**src/rtl/line_arbiter_n.sv**
```systemverilog
// line_arbiter_n: N-port cacheline arbiter between the caches and cacheline_adaptor.
// One line transaction is in flight at a time. Selection is round-robin when
// ARB_ROUND_ROBIN_EN is defined, otherwise fixed priority with port 0 highest.
// A port that has just been serviced is masked for the single IDLE cycle that
// follows its response, so a requester that has not yet dropped its request
// cannot be granted twice in a row.
module line_arbiter_n #(
    parameter int NUM_PORTS  = 2,
    parameter int ADDR_WIDTH = 32,
    parameter int LINE_WIDTH = 256
) (
    input  logic                            clk,
    input  logic                            reset_n,
    input  logic [NUM_PORTS*ADDR_WIDTH-1:0] req_address,
    input  logic [NUM_PORTS-1:0]            req_read,
    input  logic [NUM_PORTS-1:0]            req_write,
    input  logic [NUM_PORTS*LINE_WIDTH-1:0] req_wdata,
    output logic [LINE_WIDTH-1:0]           req_rdata,
    output logic [NUM_PORTS-1:0]            req_resp,
    output logic [ADDR_WIDTH-1:0]           pmem_address,
    output logic [LINE_WIDTH-1:0]           pmem_wdata,
    output logic                            pmem_read,
    output logic                            pmem_write,
    input  logic [LINE_WIDTH-1:0]           pmem_rdata,
    input  logic                            pmem_resp
);

    localparam int IDX_W = (NUM_PORTS > 1) ? $clog2(NUM_PORTS) : 1;

    typedef enum logic [1:0] {
        IDLE  = 2'd0,
        GRANT = 2'd1,
        WAIT  = 2'd2
    } state_t;

    state_t                 state_q;
    state_t                 state_d;
    logic [IDX_W-1:0]       grant_q;
    logic                   op_read_q;
    logic                   op_write_q;
    logic                   pmem_read_q;
    logic                   pmem_write_q;
    logic                   mask_q;
    logic                   done;
    logic [NUM_PORTS-1:0]   req_vec;
    logic [NUM_PORTS-1:0]   eligible;
    logic                   win_found;
    logic [IDX_W-1:0]       win_idx;
    logic                   win_read;
    logic                   win_write;
    logic [ADDR_WIDTH-1:0]  addr_mux;
    logic [LINE_WIDTH-1:0]  wdata_mux;
    logic [IDX_W-1:0]       grant_next_ptr;

`ifdef ARB_ROUND_ROBIN_EN
    logic [IDX_W-1:0]       rr_ptr;
`endif

    assign req_vec   = req_read | req_write;
    assign done      = (state_q == WAIT) && pmem_resp;
    assign req_rdata = pmem_rdata;

    assign pmem_read  = pmem_read_q;
    assign pmem_write = pmem_write_q;

    // Pointer value following the port that is completing now, wrapping at the top.
    assign grant_next_ptr = (int'(grant_q) == NUM_PORTS - 1) ? '0 : grant_q + 1'b1;

    // Remove the just-serviced port from contention for the one IDLE cycle after its response.
    always_comb begin
        eligible = req_vec;
        if (mask_q) begin
            for (int i = 0; i < NUM_PORTS; i++) begin
                if (grant_q == IDX_W'(i)) begin
                    eligible[i] = 1'b0;
                end
            end
        end
    end

`ifdef ARB_ROUND_ROBIN_EN
    // Round-robin pick: lowest eligible index at or above rr_ptr, else lowest index below it.
    always_comb begin
        win_found = 1'b0;
        win_idx   = '0;
        win_read  = 1'b0;
        win_write = 1'b0;
        for (int i = 0; i < NUM_PORTS; i++) begin
            if (!win_found && eligible[i] && (i >= int'(rr_ptr))) begin
                win_found = 1'b1;
                win_idx   = IDX_W'(i);
                win_read  = req_read[i];
                win_write = req_write[i];
            end
        end
        for (int i = 0; i < NUM_PORTS; i++) begin
            if (!win_found && eligible[i] && (i < int'(rr_ptr))) begin
                win_found = 1'b1;
                win_idx   = IDX_W'(i);
                win_read  = req_read[i];
                win_write = req_write[i];
            end
        end
    end
`else
    // Fixed-priority pick: the lowest-numbered eligible port wins.
    always_comb begin
        win_found = 1'b0;
        win_idx   = '0;
        win_read  = 1'b0;
        win_write = 1'b0;
        for (int i = 0; i < NUM_PORTS; i++) begin
            if (!win_found && eligible[i]) begin
                win_found = 1'b1;
                win_idx   = IDX_W'(i);
                win_read  = req_read[i];
                win_write = req_write[i];
            end
        end
    end
`endif

    // Select the granted port's live address and write line.
    always_comb begin
        addr_mux  = '0;
        wdata_mux = '0;
        for (int i = 0; i < NUM_PORTS; i++) begin
            if (grant_q == IDX_W'(i)) begin
                addr_mux  = req_address[i*ADDR_WIDTH +: ADDR_WIDTH];
                wdata_mux = req_wdata[i*LINE_WIDTH +: LINE_WIDTH];
            end
        end
    end

    // Address and write data are only presented while a transaction owns the bus.
    always_comb begin
        pmem_address = '0;
        pmem_wdata   = '0;
        if (state_q != IDLE) begin
            pmem_address = addr_mux;
            pmem_wdata   = wdata_mux;
        end
    end

    // Response is a one-cycle pulse to the owner, suppressed while reset is asserted.
    always_comb begin
        req_resp = '0;
        if (done && reset_n) begin
            for (int i = 0; i < NUM_PORTS; i++) begin
                if (grant_q == IDX_W'(i)) begin
                    req_resp[i] = 1'b1;
                end
            end
        end
    end

    // Next-state logic: IDLE -> GRANT on a winner, GRANT -> WAIT, WAIT -> IDLE on pmem_resp.
    always_comb begin
        state_d = state_q;
        case (state_q)
            IDLE: begin
                if (win_found) begin
                    state_d = GRANT;
                end
            end
            GRANT: begin
                state_d = WAIT;
            end
            WAIT: begin
                if (pmem_resp) begin
                    state_d = IDLE;
                end
            end
            default: begin
                state_d = IDLE;
            end
        endcase
    end

    // State register.
    always_ff @(posedge clk) begin
        if (!reset_n) begin
            state_q <= IDLE;
        end else begin
            state_q <= state_d;
        end
    end

    // Grant/op capture, registered pmem command, and the one-cycle service mask.
    always_ff @(posedge clk) begin
        if (!reset_n) begin
            grant_q      <= '0;
            op_read_q    <= 1'b0;
            op_write_q   <= 1'b0;
            pmem_read_q  <= 1'b0;
            pmem_write_q <= 1'b0;
            mask_q       <= 1'b0;
        end else begin
            if ((state_q == IDLE) && win_found) begin
                grant_q    <= win_idx;
                op_write_q <= win_write;
                op_read_q  <= win_read & ~win_write;
            end
            pmem_read_q  <= (state_d == WAIT) && op_read_q;
            pmem_write_q <= (state_d == WAIT) && op_write_q;
            mask_q       <= done;
        end
    end

`ifdef ARB_ROUND_ROBIN_EN
    // Advance the round-robin pointer past each port as its transaction completes.
    always_ff @(posedge clk) begin
        if (!reset_n) begin
            rr_ptr <= '0;
        end else if (done) begin
            rr_ptr <= grant_next_ptr;
        end
    end
`else
    logic unused_ptr;
    assign unused_ptr = ^grant_next_ptr;
`endif

endmodule

```
**config.mk**
```make
export PLATFORM = sky130hd
export DESIGN_NAME = line_arbiter_n
export DESIGN_NICKNAME = d
export VERILOG_FILES = /design/src/rtl/line_arbiter_n.sv
export SDC_FILE = /design/constraint.sdc
export NUM_CORES = 1
export LEC_CHECK = 0
export BUFFER_PORTS_ARGS = -buffer_cell sky130_fd_sc_hd__buf_2
export CAP_MARGIN = 20
export CELL_PAD_IN_SITES_DETAIL_PLACEMENT = 1
export CELL_PAD_IN_SITES_GLOBAL_PLACEMENT = 2
export CORE_AREA = 10 10 537 539
export DETAILED_ROUTE_END_ITERATION = 16
export DIE_AREA = 0 0 547 549
export PLACE_DENSITY = 0.38
export SLEW_MARGIN = 20
export SYNTH_ARGS = -nofsm -noshare
export SYNTH_HDL_FRONTEND = slang
export SYNTH_SLANG_ARGS = --single-unit
```
**constraint.sdc**
```tcl
create_clock -name clk -period 2.6 [get_ports clk]
set_input_delay 0 -clock clk [delete_from_list [all_inputs] [get_ports clk]]
set_output_delay 0 -clock clk [all_outputs]
set_load 0.03 [all_outputs]
```
==> impl_summary.log, run 1 <==
[metrics] clock latency on the worst-skew pair: 0.23 ns
[metrics] transition time at the pin with the least slew margin: around 0.80 ns
[metrics] fraction of the cycle the final worst path needs: 1.02
[metrics] worst min-delay path startpoint: pmem_rdata[125]
[metrics] PnR worst setup slack: -0.0448 ns
[metrics] post-synth cell types: 24
[metrics] gr ovfl total: 0
[metrics] die boundary height: ~550 um
[metrics] Cell Int Power: 1.71 mW
[metrics] Core Util, Final: 0.0511
[metrics] Post-Place Setup Slack: 0.0236 ns
[metrics] Max Clk Rate: between 300 and 400 MHz
[metrics] net switching fraction of the power: 0.671
[metrics] layout overhead on the synthesized area: 112%
[metrics] crit path to: pmem_wdata[116]
[metrics] switching power: approximately 3.5 mW
[metrics] portion of total power attributed to sequential cells: 0.029
[metrics] worst slew margin relative to its limit: 0.455
[metrics] largest driver fanout on the critical path: 46
[metrics] Ys Warns: 0
[metrics] net total in the final layout: between 2000 and 2500
[metrics] number of top-level pins: around 1400
[metrics] first-pass detailed-route iteration total: 5
[metrics] WP data arrival: 2.64 ns
[metrics] fraction of registers with async set/reset: 0
[metrics] Critical Path, Cell by Cell: buf_12 > buf_4 > mux2i_2 > nor2_1 > buf_2
[metrics] final setup violation count: 3
[metrics] Worst R2R Path Depth: 3
[metrics] total count of max-transition violations in the final report: 0
[metrics] final setup skew: about 0.0025 ns
[metrics] required time of the critical path: 2.60 ns
[metrics] root buffer cell: clkbuf_16
[metrics] combined area of all synthesized cells: 6690 um^2
[metrics] max incr delay on CP: about 0.72 ns
[metrics] total count of hold-check failures in the final report: 0
[metrics] TritonCTS clock tree: yes
[metrics] top-count cell post-synth: nor2_1
[metrics] clock power share: 0.051
[metrics] standard cell with the maximum stage delay on the critical path: mux2i_2
[metrics] leakage power total: approximately 5.6 nW
[metrics] pin count of the biggest net entering global routing: 95
[metrics] number of cells on the critical path: 5
[metrics] antenna violations before repair: between 200 and 250
[metrics] type of the most critical hold path: primary input to output pin
[metrics] Worst R2R Setup Slack: ~1.1 ns
[metrics] most frequently used flop master after synthesis: dfxtp_1
[metrics] CTS H-tree lvls: 1
[metrics] Core ar.: around 280000 um^2
[metrics] share of the synthesized area in the top cell type: 0.431
[metrics] Post-synth EDFFs: 0
[metrics] final-layout fill cell count: around 34000
[metrics] R2R Path End: op_write_q$_SDFFE_PN0P_
[metrics] total power: between 5 and 6 mW
[metrics] failing checks: setup timing
[metrics] commonest cells in the netlist: 294 x nor2_1, 288 x mux2i_1, 276 x buf_4, 26 x buf_2, 12 x buf_6
[metrics] Bufs on Longest Clock Path: 2
[metrics] wire length per cell after detailed routing: 35.5 um
[metrics] startpoint of the most critical register-to-register path: grant_q$_SDFFE_PN0P_
[metrics] share of the yosys chip area belonging to registers: 0.0239
[metrics] placement row count: a little under 200
[metrics] number of nets still failing antenna checks after routing: 0
[metrics] setup repair after global routing missed its margin: yes
[metrics] power density cells: 366 nW/um^2
[metrics] nature of the critical path endpoint: output pin
[metrics] post-synthesis instance total: about 940
[metrics] family of cells with the greatest summed delay on the critical path: buffers and inverters
[metrics] initial DRC count: slightly above 700
[metrics] wire length of the first global-routing pass: 213 mm
[metrics] routed wire length: between 150 and 200 mm
[metrics] power share of the combinational group: 0.919
[metrics] Final Wtd Congestion: 0.921
[metrics] worst supply voltage drop on vdd: 129 uV
[metrics] type of the setup path with the least slack: register to output pin
[metrics] flops & latches, synth: 8
[metrics] per-instance average area after synthesis: ~7.1 um^2
[metrics] remaining design rule violation count: 0
[metrics] Syn Nets: 1776
[metrics] Fin Hold WS: ~0.000011 ns
[metrics] number of buffers created by CTS: 3
[metrics] global routing usage summed across all routing layers: 0.118
[metrics] width of the chip: roughly 550 um
[metrics] share of post-route cells with drive strength above 1: 0.606
[metrics] result of the run: complete, but fails checks
[metrics] final critical delay including setup and external delays: approximately 2.6 ns
[metrics] HPWL after detailed placement: around 180 mm
[metrics] routed vias: ~11000
[metrics] Critical Path Source: grant_q$_SDFFE_PN0P_
[metrics] Starting Density: 0.0241
[metrics] number of port buffers: 874
[metrics] biggest area contributors in the synthesized netlist: mux2i_1 43%, buf_4 31%, nor2_1 16%
[metrics] Max Cap Viol: 0
[metrics] vias in the first global route: around 10000
[metrics] Setup crit start kind: register
[metrics] clock transition at the registers of the reported paths: approximately 0.040 ns
[metrics] die area: around 300000 um^2
[metrics] vias per std cell: a little over 2
[metrics] post-synthesis cell type with the largest combined area: mux2i_1
[metrics] Worst Path Buf+Inv: 3
[metrics] clock net sink count: 8
==> worst min-delay path by stage <==
stage | endpoint | cells past startpoint
floorplan | req_rdata[0] | 1
global placement | req_rdata[189] | 0
detailed placement | req_rdata[189] | 0
CTS | req_rdata[189] | 0
global route | req_rdata[70] | 0
finish | req_rdata[125] | 0
==> placed cells by master, fill, tap and decap left out <==
cell type,instances
mux2i_1,280
buf_4,35
nand2b_1,1
inv_1,5
and2_1,2
buf_12,20
buf_2,863
a2111oi_0,2
nor4b_1,2
a21oi_1,1
o2bb2ai_1,1
dfxtp_4,1
diode_2,40
and4b_1,1
clkbuf_1,1
a211o_1,1
mux2_2,1
o21ai_0,2
clkbuf_16,3
nor3b_1,1
nor2b_1,2
a221oi_1,2
nor2_4,1
nor2_1,294
mux2i_2,8
nor4bb_1,1
dfxtp_1,7
or2_1,1
==> layout make-up <==
class	instances	area (um^2)	area share
repair buffers	918	4980	0.351
multi-input cells	604	4190	0.295
well taps	3724	4660	0.328
clock buffers	4	78.8	0.00555
flip-flops and latches	8	164	0.0115
inverters	5	18.8	0.00132
diodes	40	100	0.00705
==> sequential cells by signal, indices dropped and copies added, names as in the netlist <==
name	count
grant_q	1
mask_q	1
op_read_q	1
op_write_q	1
pmem_read	1
pmem_write	1
state_q	2
==> cells by family after synthesis <==
family / count (synthesis) / synth area share
compound gates: 9 / 0.0101
mux: 289 / 0.432
buf+inv: 325 / 0.355
simple gates: 306 / 0.178
flops: 8 / 0.0239
==> routing by layer <==
metal / vias up / global-route usage / share of wire
li1: 4074 / - / -
met1: 4588 / 0.106 / 0.30
met2: 1330 / 0.180 / 0.42
met3: 606 / 0.132 / 0.25
met4: 158 / 0.0256 / 0.034
met5: - / 0 / 0.0059
==> through the flow <==
stage	cell area (um^2)	instances	setup TNS, ns
5_1_grt	14100	5275	-0.0351
3_3_place_gp	14000	5259	0
4_1_cts	14100	5263	-0.0112
3_5_place_dp	14000	5259	0
6_report	14200	5303	-0.0911
2_1_floorplan	6690	937	0
==> power groups by stage <==
stage               combinational [mW]  clock, mW  sequential [mW]
finish                            4.78      0.267            0.152
global route                      5.09      0.287            0.156
CTS                               4.98      0.276            0.153
detailed placement                4.96          0            0.155
global placement                  4.96          0            0.155
floorplan                         3.09          0            0.144
==> what timing repair did <==
item                       in CTS  in global routing
setup buffers                   0                  0
hold buffers                    0                  0
gates resized for setup         7                  1
setup endpoints to repair       7                  2
Power figures use the tool's default switching activity.
==> run 2: changes to the inputs <==
--- a/constraint.sdc
+++ b/constraint.sdc
@@ -3,2 +3,2 @@
 set_output_delay 0 -clock clk [all_outputs]
-set_load 0.03 [all_outputs]
+set_load 0.01 [all_outputs]
==> impl_summary.log, run 2 (synthesis results as in run 1) <==
[metrics] clock transition at the registers of the reported paths: roughly 0.04 ns
[metrics] number of buffers created by CTS: 3
[metrics] Starting Density: 0.0241
[metrics] width of the chip: 547 um
[metrics] TritonCTS clock tree: yes
[metrics] leakage power total: around 5.5 nW
[metrics] clock net sink count: 8
[metrics] Max Cap Viol: 0
[metrics] cell occurring most often along the worst timing path: buf_12
[metrics] power density cells: between 300 and 400 nW/um^2
[metrics] Fin Hold WS: 0.00000367 ns
[metrics] CTS H-tree lvls: 1
[metrics] setup repair after global routing missed its margin: no
[metrics] final setup skew: about 0.0013 ns
[metrics] family of cells with the greatest summed delay on the critical path: multiplexers
[metrics] share of post-route cells with drive strength above 1: 0.596
[metrics] Setup crit start kind: register
[metrics] type of the setup path with the least slack: register to output pin
[metrics] number of flip-flops in the largest register: 2
[metrics] cell area after layout: between 10000 and 15000 um^2
[metrics] Final Wtd Congestion: between 0.9 and 1
[metrics] initial DRC count: about 770
[metrics] number of top-level pins: 1387
[metrics] die boundary height: 549 um
[metrics] number of port buffers: between 800 and 900
[metrics] Max Clk Rate: about 400 MHz
[metrics] pin count of the biggest net entering global routing: 95
[metrics] standard cell with the maximum stage delay on the critical path: mux2i_1
[metrics] gr ovfl total: 0
[metrics] top library cells by usage in the layout, fill and taps aside: 874 x buf_2, 294 x nor2_1, 287 x mux2i_1, 16 x buf_4, 9 x buf_12
[metrics] vias in the first global route: approximately 11000
[metrics] type of the most critical hold path: primary input to output pin
[metrics] wire length per cell after detailed routing: 37.3 um
[metrics] transition time at the pin with the least slew margin: approximately 0.95 ns
[metrics] worst supply voltage drop on vdd: 122 uV
[metrics] switching power: 2.77 mW
[metrics] largest driver fanout on the critical path: 29
[metrics] required time of the critical path: approximately 2.6 ns
[metrics] root buffer cell: clkbuf_16
[metrics] total count of max-transition violations in the final report: 0
[metrics] first-pass detailed-route iteration total: 5
[metrics] HPWL after detailed placement: ~190 mm
[metrics] commonest non-fill, non-tap cell in the layout: buf_2
[metrics] total count of hold-check failures in the final report: 0
[metrics] layout overhead on the synthesized area: 107%
[metrics] routed vias: 10848
[metrics] net switching fraction of the power: 0.633
[metrics] aggregate negative setup slack: 0 ns
[metrics] instance area after placement: ~14000 um^2
[metrics] Post-CTS Setup Bufs: 0
[metrics] Post-Place Setup Slack: about 0.31 ns
[metrics] global routing usage summed across all routing layers: 0.124
[metrics] fraction of the cycle the final worst path needs: 0.964
[metrics] vias per std cell: just over 2
[metrics] Critical Path, Cell by Cell: buf_12 > buf_12 > mux2i_1 > nor2_1 > buf_2
[metrics] die area: between 300000 and 400000 um^2
[metrics] routed wire length: 197 mm
[metrics] portion of total power attributed to sequential cells: 0.034
[metrics] net total in the final layout: about 2400
[metrics] register with the highest flop count: state_q
[metrics] Core ar.: approximately 280000 um^2
[metrics] placement row count: slightly below 200
[metrics] max incr delay on CP: 0.83 ns
[metrics] Worst Path Buf+Inv: 3
[metrics] final critical delay including setup and external delays: approximately 2.5 ns
[metrics] Min-Delay Path Depth: 0
[metrics] number of cells on the critical path: 5
[metrics] nature of the critical path endpoint: output pin
[metrics] power share of the combinational group: 0.904
[metrics] number of nets still failing antenna checks after routing: 0
[metrics] PnR worst setup slack: 0.0933 ns
[metrics] wire length of the first global-routing pass: between 200 and 250 mm
[metrics] clock latency on the worst-skew pair: approximately 0.24 ns
[metrics] remaining design rule violation count: 0
[metrics] worst slew margin relative to its limit: 0.347
[metrics] antenna violations before repair: 224
[metrics] Worst R2R Path Depth: 3
[metrics] Cell Int Power: about 1.6 mW
[metrics] WP data arrival: roughly 2.5 ns
[metrics] result of the run: complete, no violations
[metrics] Bufs on Longest Clock Path: 2
[metrics] final setup violation count: 0
[metrics] clock power share: 0.062
==> run 2: changes by cell type in the layout (fill, tap and decap cells not counted), sizes merged <==
cell,delta
buf,-19
diode,-2
==> run 2: layout make-up <==
class / instances / area, um^2
multi-input cells: 604 / 4160
diodes: 38 / 95.1
inverters: 5 / 18.8
clock buffers: 4 / 78.8
well taps: 3724 / 4660
flip-flops and latches: 8 / 164
fillers: 33608 / 264000
repair buffers: 899 / 4670
==> run 2: final timing paths <==
kind         slack [ns]                       to               startpoint
min            0.000004           req_rdata[125]          pmem_rdata[125]
max                0.09          pmem_wdata[202]     grant_q$_SDFFE_PN0P_
max reg2reg        1.07  op_write_q$_SDFFE_PN0P_     grant_q$_SDFFE_PN0P_
min reg2reg        0.44    pmem_write$_SDFF_PN0_  op_write_q$_SDFFE_PN0P_
==> run 2: timing repair <==
action	in CTS	in global routing
hold buffers	0	0
endpoints found under the setup margin	0	1
resized for setup	0	1
==> run 2: metrics by stage <==
step,cells,util,total power [mW]
global route,5255,0.0496,4.65
floorplan,937,-,2.05
detailed placement,5240,0.0492,4.26
CTS,5244,0.0495,4.54
global placement,5240,0.0492,4.31
finish,5282,0.0498,4.37
==> run 2: power groups by stage <==
stage | Combinational [mW] | Clock, mW | Sequential, mW
final | 3.95 | 0.271 | 0.150
after global routing | 4.21 | 0.284 | 0.153
after CTS | 4.12 | 0.273 | 0.151
after detailed placement | 4.11 | 0 | 0.153
after global placement | 4.15 | 0 | 0.154
after floorplan | 1.91 | 0 | 0.142
==> run 2: routing by layer <==
layer	global-route usage	routed length [um]	share of wire
met5	0.00285	971	0.0049
met4	0.0262	6650	0.034
met3	0.122	42600	0.22
met2	0.194	84100	0.43
met1	0.116	62700	0.32
